**src/rtl/counter_pkg.sv**
```systemverilog
// counter_pkg
//   Shared constants and helpers for the sequential-circuits counter family.
//   - CNT_UP / CNT_DOWN : values for a counter's up input.
//   - CNT_WRAP / CNT_SAT: values for a counter's SATURATE parameter.
//   - cnt_width()       : number of bits needed to hold a terminal value, for
//                         callers that derive WIDTH from MAX.
package counter_pkg;

  localparam logic CNT_UP   = 1'b1;
  localparam logic CNT_DOWN = 1'b0;

  localparam int CNT_WRAP = 0;
  localparam int CNT_SAT  = 1;

  // Bits required to represent max_val (at least one bit, so MAX=0 still
  // gets a legal one-bit counter).
  function automatic int cnt_width(input int max_val);
    int w;
    w = 1;
    while ((max_val >> w) != 0) begin
      w = w + 1;
    end
    return w;
  endfunction

endpackage

```
**src/rtl/mod_counter_step.sv**
```systemverilog
// mod_counter_step
//   Purely combinational next-count logic for a modulo MAX+1 up/down counter.
//   Ports:
//     i_cur    in  WIDTH  current count
//     i_up     in  1      direction (1 = increment, 0 = decrement)
//     o_next   out WIDTH  count after one enabled step
//     o_at_end out 1      current count sits at the end in the chosen direction
module mod_counter_step
  import counter_pkg::*;
#(
  parameter int WIDTH    = 4,
  parameter int MAX      = 2**WIDTH - 1,
  parameter int SATURATE = CNT_WRAP
) (
  input  logic [WIDTH-1:0] i_cur,
  input  logic             i_up,
  output logic [WIDTH-1:0] o_next,
  output logic             o_at_end
);

  localparam logic [WIDTH-1:0] MAX_V = WIDTH'(MAX);

  always_comb begin
    o_next   = i_cur;
    o_at_end = 1'b0;
    // ">=" rather than "==" so an out-of-range code can never run away
    // past MAX; loads are clamped so this is purely defensive.
    if (i_up == CNT_UP) begin
      o_at_end = (i_cur >= MAX_V);
    end else begin
      o_at_end = (i_cur == '0);
    end

    if (o_at_end) begin
      if (SATURATE == CNT_SAT) begin
        o_next = i_cur;
      end else if (i_up == CNT_UP) begin
        o_next = '0;
      end else begin
        o_next = MAX_V;
      end
    end else if (i_up == CNT_UP) begin
      o_next = i_cur + WIDTH'(1);
    end else begin
      o_next = i_cur - WIDTH'(1);
    end
  end

endmodule

```
**src/rtl/mod_updown_counter.sv**
```systemverilog
// mod_updown_counter
//   Synchronous modulo MAX+1 up/down counter with load, enable, wrap or
//   saturate at the ends, and cascade outputs. All state changes on the
//   rising edge of clk; reset is synchronous, active-high, highest priority.
//   Ports:
//     clk      in  1      clock
//     reset    in  1      synchronous reset (out<=0, wrapped<=0)
//     en       in  1      count enable / cascade input from lower stage tc
//     up       in  1      direction (1 = up, 0 = down)
//     load     in  1      parallel load strobe (beats en)
//     load_val in  WIDTH  value to load, clamped to MAX
//     out      out WIDTH  current count
//     tc       out 1      combinational terminal count, feeds next stage en
//     wrapped  out 1      one-cycle pulse after a wrap or saturation event
module mod_updown_counter
  import counter_pkg::*;
#(
  parameter int WIDTH    = 4,
  parameter int MAX      = 2**WIDTH - 1,
  parameter int SATURATE = CNT_WRAP
) (
  input  logic             clk,
  input  logic             reset,
  input  logic             en,
  input  logic             up,
  input  logic             load,
  input  logic [WIDTH-1:0] load_val,
  output logic [WIDTH-1:0] out,
  output logic             tc,
  output logic             wrapped
);

  localparam longint          FULL_MAX = (longint'(1) << WIDTH) - 1;
  localparam logic [WIDTH-1:0] MAX_V   = WIDTH'(MAX);

  if (WIDTH < 1 || MAX < 0 || longint'(MAX) > FULL_MAX) begin : g_bad_params
    $error("mod_updown_counter: illegal WIDTH/MAX combination");
  end

  logic [WIDTH-1:0] r_count;
  logic             r_wrapped;
  logic [WIDTH-1:0] w_next;
  logic             w_at_end;
  logic [WIDTH-1:0] w_load_clamped;

  mod_counter_step #(
    .WIDTH    (WIDTH),
    .MAX      (MAX),
    .SATURATE (SATURATE)
  ) u_step (
    .i_cur    (r_count),
    .i_up     (up),
    .o_next   (w_next),
    .o_at_end (w_at_end)
  );

  // With a full-range modulus every code is legal, so no clamp is needed
  // (and the comparison would be constant).
  if (longint'(MAX) == FULL_MAX) begin : g_no_clamp
    assign w_load_clamped = load_val;
  end else begin : g_clamp
    assign w_load_clamped = (load_val > MAX_V) ? MAX_V : load_val;
  end

  // State register: reset > load > en > hold
  always_ff @(posedge clk) begin
    if (reset) begin
      r_count   <= '0;
      r_wrapped <= 1'b0;
    end else if (load) begin
      r_count   <= w_load_clamped;
      r_wrapped <= 1'b0;
    end else if (en) begin
      r_count   <= w_next;
      r_wrapped <= w_at_end;
    end else begin
      r_wrapped <= 1'b0;
    end
  end

  assign out     = r_count;
  assign wrapped = r_wrapped;
  // Unregistered so a cascaded upper stage steps on the same edge the lower
  // stage wraps.
  assign tc      = en & w_at_end;

endmodule

```
**config.mk**
```make
export PLATFORM = sky130hd
export DESIGN_NAME = mod_updown_counter
export DESIGN_NICKNAME = d
export VERILOG_FILES = /design/src/rtl/counter_pkg.sv /design/src/rtl/mod_counter_step.sv /design/src/rtl/mod_updown_counter.sv
export SDC_FILE = /design/constraint.sdc
export NUM_CORES = 1
export LEC_CHECK = 0
export CORE_MARGIN = 2
export CORE_UTILIZATION = 28
export CTS_CLUSTER_DIAMETER = 40
export CTS_CLUSTER_SIZE = 8
export DETAILED_ROUTE_END_ITERATION = 10
export GPL_TIMING_DRIVEN = 0
export PLACE_DENSITY_LB_ADDON = 0.08
export SLEW_MARGIN = 10
export SYNTH_ARGS = -nofsm -noshare
export SYNTH_HDL_FRONTEND = slang
export SYNTH_SLANG_ARGS = --single-unit
```
**constraint.sdc**
```tcl
create_clock -name clk -period 3.65 [get_ports clk]
set_input_delay 0.365 -clock clk [delete_from_list [all_inputs] [get_ports clk]]
set_output_delay 0.365 -clock clk [all_outputs]
set_load 0.01 [all_outputs]
```
==> results of run 1 <==
per-stage QoR:
step	std cells	hold slack (ns)	worst slack (ns)	instance area (um2)
CTS	74	0.3660	1.278	549.3
global placement	70	0.6198	1.293	523.0
floorplan	42	0.4357	2.106	374.1
detailed placement	70	0.6302	1.275	523.0
global route	74	0.3785	1.207	549.3
finish	74	0.3704	1.283	549.3
final cells by class:
cell class | instances | area [um2]
Timing Repair Buffer | 13 | 130.1
Multi-Input combinational cell | 34 | 259.0
Fill cell | 138 | 719.4
Buffer | 1 | 7.507
Tap cell | 15 | 18.77
Clock buffer | 4 | 26.28
Sequential cell | 5 | 100.1
Inverter | 2 | 7.507
layout by cell type, fill, tap and decap left out, drive strengths merged, types with 3 or more instances in the layout:
cell type / synthesis / final
a21oi: 4 / 4
clkbuf: 0 / 4
clkdlybuf4s50: 0 / 13
dfxtp: 5 / 5
nor2: 8 / 8
xnor2: 3 / 3
routing by layer:
| metal | track usage, % | routed length, um | vias to the layer above |
|---|---|---|---|
| met4 | 5.000 | 6 | 0 |
| met2 | 24.21 | 499 | 11 |
| li1 | - | - | 183 |
| met5 | 0 | 0 | - |
| met3 | 8.889 | 80 | 2 |
| met1 | 14.90 | 395 | 164 |
flip-flops by register name, indices dropped and copies added, names as in the netlist:
register,flops
out,4
wrapped,1
critical path, stage by stage:
cell and delay (ns):
clkdlybuf4s50_1 0.58, and3_1 0.20, and3_1 0.20, o21a_4 0.12
clkdlybuf4s50_1 0.53
worst max-delay path by stage:
stage          to   start
2_1_floorplan  tc  out[0]
3_3_place_gp   tc      up
3_5_place_dp   tc      up
4_1_cts        tc      up
5_1_grt        tc      up
6_report       tc      up
report_power, final:
| group | switching [mW] | total [mW] | internal, mW |
|---|---|---|---|
| clock | 0.0243 | 0.0658 | 0.0414 |
| sequential | 0.00831 | 0.0684 | 0.0600 |
| combinational | 0.0280 | 0.0660 | 0.0380 |
cells by family after synthesis:
| family | synth area share [%] |
|---|---|
| XOR/XNOR | 9.366 |
| adder cells (fa/ha/maj) | 12.04 |
| AND/OR/NAND/NOR | 27.76 |
| flip-flops | 26.76 |
| AO/OA/AOI/OAI | 20.07 |
| buffers and inverters | 4.015 |
==> results.md, run 1 <==
* Tcrit/Tclk final at 64.86%
* Hold Crit Class: primary input to flop
* WHS Endpoint: wrapped
* Primary FF master, synth: dfxtp_1
* Post-synthesis sequential area ratio at 26.76%
* Final #Nets at 72
* Largest net degree at the start of global routing at 11
* CP arrival at 2.00 ns
* Overall power at 200.1 uW
* Pleak at 0.2342 nW
* Worst R2R Start: out[1]
* DRC viols at 0
* Drt first pass iters at 4
* Worst-Skew Late Latency at 0.25 ns
* Vias in the first global route at 343
* Initial core utilization at between 20 and 30%
* Setup violators final at 0
* CP Max Fanout at 4
* Avg WL per Cell at ~13 um
* Top-area cell type share of the netlist area at 26.76%
* Skew final at 0.007086 ns
* Avg Vias per Cell at 4.865
* GRT Total Usage at 14.58%
* Post-synth net total at 54
* Asr flop ratio synth at 0%
* Fraction of layout cells with a size suffix above 1 at 15.25%
* Remaining global-route overflow at 0
* Reg2reg end: out[3]
* Synthesized area per cell at 8.907 um2
* Rel. slew slack at between 80% and 90%
* Hold Crit Start: load
* First-pass GRT wire length at 1435 um
* Slew @ Worst Pin at 0.2794 ns
* CTS sink count at 5
* Vias after detailed routing at 360
* Dpl hpwl at about 770 um
* Power per Cell Area at ~360 nW/um2
* Clk pin slew, worst setup/hold paths at about 0.050 ns
* Initial DRC count at 4
* Max Cap Violations at 0
* Hold buffers post-CTS at 0
* Post-layout util at 43.29%
* Area added between synthesis and finish at 46.82%
* Fin crit period at about 2.4 ns
* Worst reg2reg setup slack at 2.21 ns
* Flops & latches, synth at 5
* Core area at about 1300 um2
* Row count at 13
* Hold Vio Cnt, Final at 0
* Top-count cell post-synth: nor2_1
* # diodes at 0
* Synth cell count leaders: 7 x nor2_1, 5 x dfxtp_1, 4 x a21oi_1
* Die area at about 1600 um2
* Worst setup SP type: primary input
* CTS root buf: clkbuf_4
* TritonCTS clock tree: done
* Max Buffers Root-to-Sink at 2
* Crit Path Category: primary input to output pin
* Post-CTS setup buffer count at 0
* Die height at 40.55 um
* Synthesized netlist cell count at 42
* DRT Wirelength at 982 um
* Netlist Area Pre-Place at 374.1 um2
* Outcome: completed
* RSZ-0062 raised after global routing: no
* Post-synth EDFFs at 0
* I/O Pins at 15
* Peak supply drop at 0.0001914 V
* F_max at 422.4 MHz
* CTS Buf Count at 3
* Die extent in x at 40.55 um
* Setup_tns at 0 ns
* Post_cts resized at 0
* Initial antenna violation count at 0
* Gp weighted congestion at 0.7065
* Unique masters post-synth at 21
* Yosys top cell by area: dfxtp_1
* Largest cells by area after synthesis: dfxtp_1 27%, nor2_1 7.0%, xnor2_1 7.0%, ha_1 6.7%, nor3b_2 6.7%
* Final Max Slew Viols at 0
* Port Buffers at 13
* Hold Crit Depth at 2
* CP required at 3.28 ns
* Final antenna-violating net count at 0
* Synth warn at 0
* Worst R2R Path Depth at 5
* Setup crit end kind: output pin
* # H-tree levels at 1
Power figures use the tool's default switching activity.
==> run 2: changes to the inputs <==
==> constraint.sdc (replaced) <==
create_clock -name clk -period 2.3 [get_ports clk]
set_input_delay 0.23 -clock clk [delete_from_list [all_inputs] [get_ports clk]]
set_output_delay 0.23 -clock clk [all_outputs]
set_load 0.01 [all_outputs]
==> results of run 2 <==
The final DEF is identical to that of run 1. Status: completed.
Among the figures that moved: setup slack after placement 1.275 ns -> 0.1953 ns; setup slack after layout 1.283 ns -> 0.1106 ns; hold slack 0.3704 ns -> 0.2354 ns; start point of the critical path up -> out[0]; register-to-register setup slack 2.21 ns -> 0.86 ns; total power 0.2001 mW -> 0.3175 mW; worst IR drop on VDD 0.0001914 V -> 0.0003037 V
==> run 3: changes to the inputs <==
--- a/config.mk
+++ b/config.mk
@@ -10,9 +10,9 @@
 export CTS_CLUSTER_DIAMETER = 40
 export CTS_CLUSTER_SIZE = 8
 export DETAILED_ROUTE_END_ITERATION = 10
+export GPL_ROUTABILITY_DRIVEN = 0
 export GPL_TIMING_DRIVEN = 0
 export PLACE_DENSITY_LB_ADDON = 0.08
-export SLEW_MARGIN = 10
 export SYNTH_ARGS = -nofsm -noshare
 export SYNTH_HDL_FRONTEND = slang
 export SYNTH_SLANG_ARGS = --single-unit
==> constraint.sdc (replaced) <==
create_clock -name clk -period 2.49 [get_ports clk]
set_input_delay 0.249 -clock clk [delete_from_list [all_inputs] [get_ports clk]]
set_output_delay 0.249 -clock clk [all_outputs]
set_load 0.01 [all_outputs]
==> results of run 3 <==
The final DEF is identical to that of run 1. Status: completed.
Among the figures that moved: setup slack after placement 1.275 ns -> 0.3473 ns; setup slack after layout 1.283 ns -> 0.2816 ns; hold slack 0.3704 ns -> 0.2544 ns; start point of the critical path up -> out[0]; register-to-register setup slack 2.21 ns -> 1.05 ns; total power 0.2001 mW -> 0.2933 mW; worst IR drop on VDD 0.0001914 V -> 0.0002806 V
==> patch 1 (config.mk and constraints of run 3) <==
`WIDTH` is set to 4 in 2 places; all go to 5.
--- a/src/rtl/mod_counter_step.sv
+++ b/src/rtl/mod_counter_step.sv
@@ -10,3 +10,3 @@
 #(
-  parameter int WIDTH    = 4,
+  parameter int WIDTH    = 5,
   parameter int MAX      = 2**WIDTH - 1,
--- a/src/rtl/mod_updown_counter.sv
+++ b/src/rtl/mod_updown_counter.sv
@@ -17,3 +17,3 @@
 #(
-  parameter int WIDTH    = 4,
+  parameter int WIDTH    = 5,
   parameter int MAX      = 2**WIDTH - 1,
Ports: changed (resized load_val and out); port bits go from 15 to 17. No check against the original RTL was run, so the function may have changed too.
==> patch 1 against run 3 <==
  * Hold slack gained 370 ps
  * Synthesized area is 25% higher
  * Synthesized cell count is 43% higher
  * Non-clock buffer count up 3
  * Worst setup slack improved by 130 ps
  * Die area up 22%
  * Power grew 20%
  * Maximum frequency is 6.2% higher
  * Cell area is 22% higher
  * Cell count grew 28%
  * First-iteration DRC count fell by 25%
  * Sequential cell count up 1
  * Routed wire length is 3.1% higher
==> patch 1: results (changes against run 3) <==
stage,metric,value,unit,change
synthesis,top area cells in the synthesized netlist,"sky130_fd_sc_hd__dfxtp_1, sky130_fd_sc_hd__ha_1, sky130_fd_sc_hd__nor3_1",,"was sky130_fd_sc_hd__dfxtp_1, sky130_fd_sc_hd__nor2_1, sky130_fd_sc_hd__xnor2_1"
hold_path,worst min-delay path startpoint,load_val[0],,was load
final_layout,nets@finish,95,,was 72
worst_setup_path,crit path launch,up,,was out[0]
detailed_routing,met3 wire length,50,um,was 80 um
synthesis,sequential-to-total area share from yosys stat,25.7,%,was 26.8%
synthesis,number of nets in the synthesized netlist,74,,was 54
pwr,VDD IR max,0.368,mV,was 0.281 mV
synthesis,Synth Area in Compound Gates,17.6,%,was 20.1%
worst_setup_path,highest net fanout along the worst path,6,,was 7
final_layout,Regs by FF count,"out x5, wrapped x1",,"was out x4, wrapped x1"
worst_setup_path,peak per-stage delay on the critical path,590,ps,was 550 ps
detailed_routing,via count normalized by instance count,4.72,,was 4.86
synthesis,adder-cell share of the synthesized area,12.3,%,was 12.0%
final_layout,proportion of layout cells with a drive suffix above 1,8.86,%,was 15.3%
synthesis,xor and xnor fraction of the mapped netlist area,7.49,%,was 9.36%
detailed_routing,total length of routed met2 wires,444,um,was 499 um
detailed_routing,First-pass DRT Iterations,3,,was 4
place,DP HPWL,807,um,was 765 um
hold_path,number of instances on the worst hold path,3,,was 2
worst_setup_path,worst reg2reg path depth,6,,was 5
pwr,power per cell area,525,nW/um^2,was 534 nW/um^2
pwr,combinational share of power,38.5,%,was 33.0%
sta,Layout Skew,5.31,ps,was 7.09 ps
worst_setup_path,r2r endpoint,out[4],,was out[3]
worst_setup_path,CP arrival,1830,ps,was 1960 ps
pwr,Pint,0.240,mW,was 0.204 mW
global_route,global-route wire length before repair,1.71,mm,was 1.44 mm
global_route,via count of the first global-routing pass,390,,was 343
worst_setup_path,reg-to-reg critical path startpoint,out[0],,was out[1]
status,outcome,completed,,unchanged
place,count of input and output buffers,16,,was 13
synthesis,leading post-synthesis cells by instance count,"sky130_fd_sc_hd__nor2_1, sky130_fd_sc_hd__nor3_1, sky130_fd_sc_hd__a21oi_1, sky130_fd_sc_hd__dfxtp_1, sky130_fd_sc_hd__nand2_1",,"was sky130_fd_sc_hd__nor2_1, sky130_fd_sc_hd__dfxtp_1, sky130_fd_sc_hd__a21oi_1"
pwr,Seq. pwr,0.127,mW,was 0.100 mW
sta,normalized max-slew margin,81.6,%,was 81.4%
worst_setup_path,crit path max-delay cell type,sky130_fd_sc_hd__clkdlybuf4s50_1,,was sky130_fd_sc_hd__or4_4
-- patch 1: metrics by stage --
step	area (um^2)	worst slack, ps	hold WS (ps)	std cells
2_1_floorplan	468	900	321	60
3_3_place_gp	648	388	709	92
3_5_place_dp	648	380	714	92
4_1_cts	671	380	623	95
5_1_grt	671	260	627	95
6_report	671	410	625	95
-- patch 1: critical path, delay by kind of cell --
kind | cells | cell delay (ps)
and+or+nand+nor | 2 | 200
AOI/OAI and AO/OA | 1 | 250
buffers and inverters | 2 | 1130
-- patch 1: cell type report --
type / instances / area (um^2)
inverters: 4 / 15.0
plain buffers: 1 / 5.00
flip-flops and latches: 6 / 120
clock buffers: 3 / 22.5
well taps: 16 / 20.0
multi-input cells: 49 / 328
repair buffers: 16 / 160
fillers: 167 / 871
-- patch 1: per-layer routing --
metal / global-route usage (%) / vias up
met2: 15.9 / 9
met3: 7.20 / 2
met5: 0 / -
met4: 5.29 / 0
met1: 16.3 / 191
li1: - / 246
==> patch 2 (flow settings as in run 3) <==
Made on the original files. Make the reset (`reset`) asynchronous in one clocked block. Comments in the files are not updated.
--- a/src/rtl/mod_updown_counter.sv
+++ b/src/rtl/mod_updown_counter.sv
@@ -65,3 +65,3 @@
   // State register: reset > load > en > hold
-  always_ff @(posedge clk) begin
+  always_ff @(posedge clk or posedge reset) begin
     if (reset) begin
Function: differs if reset is asserted again (counterexample within 4 cycles, from zero or initial values and one cycle with reset high); with reset held inactive, the same outputs for 10 cycles.
==> patch 2 against run 3 <==
  * Cell area grew 1.8%
  * Cell count grew 2.7%
  * Die area is the same
  * Count of clock-buffer cells in the layout is the same
  * Worst setup slack lost 110 ps
  * Routed wire length shrank 14%
  * Synthesized area is the same
  * Critical path type unchanged
  * Power grew 9.9%
  * Sequential cell count is the same
==> patch 2: results (changes against run 3) <==
stage,metric,value,unit,change
detailed_routing,final routed wire length divided by cell count,11.1,um,was 13.3 um
final_layout,proportion of layout cells with a drive suffix above 1,9.84,%,was 15.3%
place,count of input and output buffers,14,,was 13
synthesis,sequential-to-total area share from yosys stat,33.4,%,was 26.8%
clocking,buffer levels on the longest clock path,2,,unchanged
detailed_routing,First-pass DRT Iterations,3,,was 4
hold_path,min-delay worst type,in -> async,,was in -> reg
detailed_routing,Iteration-0 DRC Markers,5,,was 4
global_route,total routing usage reported by global routing,13.5,%,was 14.6%
sta,Layout Skew,1.03,ps,was 7.09 ps
worst_setup_path,reg-to-reg critical path startpoint,out[2],,was out[1]
worst_setup_path,CP arrival,2070,ps,was 1960 ps
pwr,Pint,0.219,mW,was 0.204 mW
pwr,VDD IR max,0.268,mV,was 0.281 mV
synthesis,leading post-synthesis cells by instance count,"sky130_fd_sc_hd__a21oi_1, sky130_fd_sc_hd__dfrtp_1, sky130_fd_sc_hd__nor2_1",,"was sky130_fd_sc_hd__nor2_1, sky130_fd_sc_hd__dfxtp_1, sky130_fd_sc_hd__a21oi_1"
global_route,via count of the first global-routing pass,332,,was 343
status,outcome,completed,,unchanged
place,DP HPWL,684,um,was 765 um
synthesis,top area cells in the synthesized netlist,"sky130_fd_sc_hd__dfrtp_1, sky130_fd_sc_hd__a21oi_1, sky130_fd_sc_hd__ha_1",,"was sky130_fd_sc_hd__dfxtp_1, sky130_fd_sc_hd__nor2_1, sky130_fd_sc_hd__xnor2_1"
pwr,LEAKAGE,0.251,nW,was 0.234 nW
detailed_routing,via count of the routed design,354,,was 360
clocking,CTS H-Tree Depth,1,,unchanged
sta,Worst-Margin Slew,395,ps,was 279 ps
synthesis,unique cell type count in the Yosys netlist,22,,was 21
worst_setup_path,highest net fanout along the worst path,6,,was 7
worst_setup_path,flop2flop setup slack,890,ps,was 1050 ps
synthesis,async set-reset flop share out of synthesis,100,%,was 0%
global_route,global-route wire length before repair,1.41,mm,was 1.44 mm
final_layout,nets@finish,74,,was 72
-- patch 2: how the worst max path moves through the flow --
stage | from | to | cells after the start
2_1_floorplan | out[0] | tc | 3
3_3_place_gp | up | tc | 5
3_5_place_dp | up | tc | 5
4_1_cts | out[0] | tc | 4
5_1_grt | out[0] | tc | 4
6_report | out[0] | tc | 4
-- patch 2: cell type report --
cell class / count / area [um^2]
fillers: 145 / 709
multi-input cells: 35 / 238
repair buffers: 14 / 140
flip-flops and latches: 5 / 125
clock buffers: 4 / 26.3
well taps: 15 / 18.8
inverters: 2 / 7.51
plain buffers: 1 / 3.75
-- patch 2: power groups by stage --
stage | registers (mW) | clock network, mW | logic [mW]
floorplan | 0.116 | 0 | 0.0619
global placement | 0.115 | 0 | 0.118
detailed placement | 0.116 | 0 | 0.117
CTS | 0.115 | 0.0986 | 0.118
global route | 0.117 | 0.111 | 0.131
finish | 0.113 | 0.0930 | 0.116
-- patch 2: per-stage QoR --
stage	hold WS, ps	instance area [um^2]	cells
after global routing	190	559	76
after global placement	465	533	72
after CTS	196	559	76
final	196	559	76
after detailed placement	458	533	72
after floorplan	27.5	374	43
-- patch 2: routing by layer --
layer	part of all wire, %	track usage [%]
met2	47	21.0
met1	47	15.7
met3	4.0	3.33
met5	0	0
met4	2.3	10.0
-- patch 2: cell families (layout without fill, tap and decap cells) --
logic type / Yosys count / in the layout / synth area share, %
simple gates: 18 / 18 / 25.7
buf+inv: 3 / 21 / 3.01
fa+ha+maj: 3 / 3 / 12.0
compound gates: 10 / 10 / 16.1
xor+xnor: 3 / 3 / 7.02
mux: 1 / 1 / 2.68
flops: 5 / 5 / 33.4
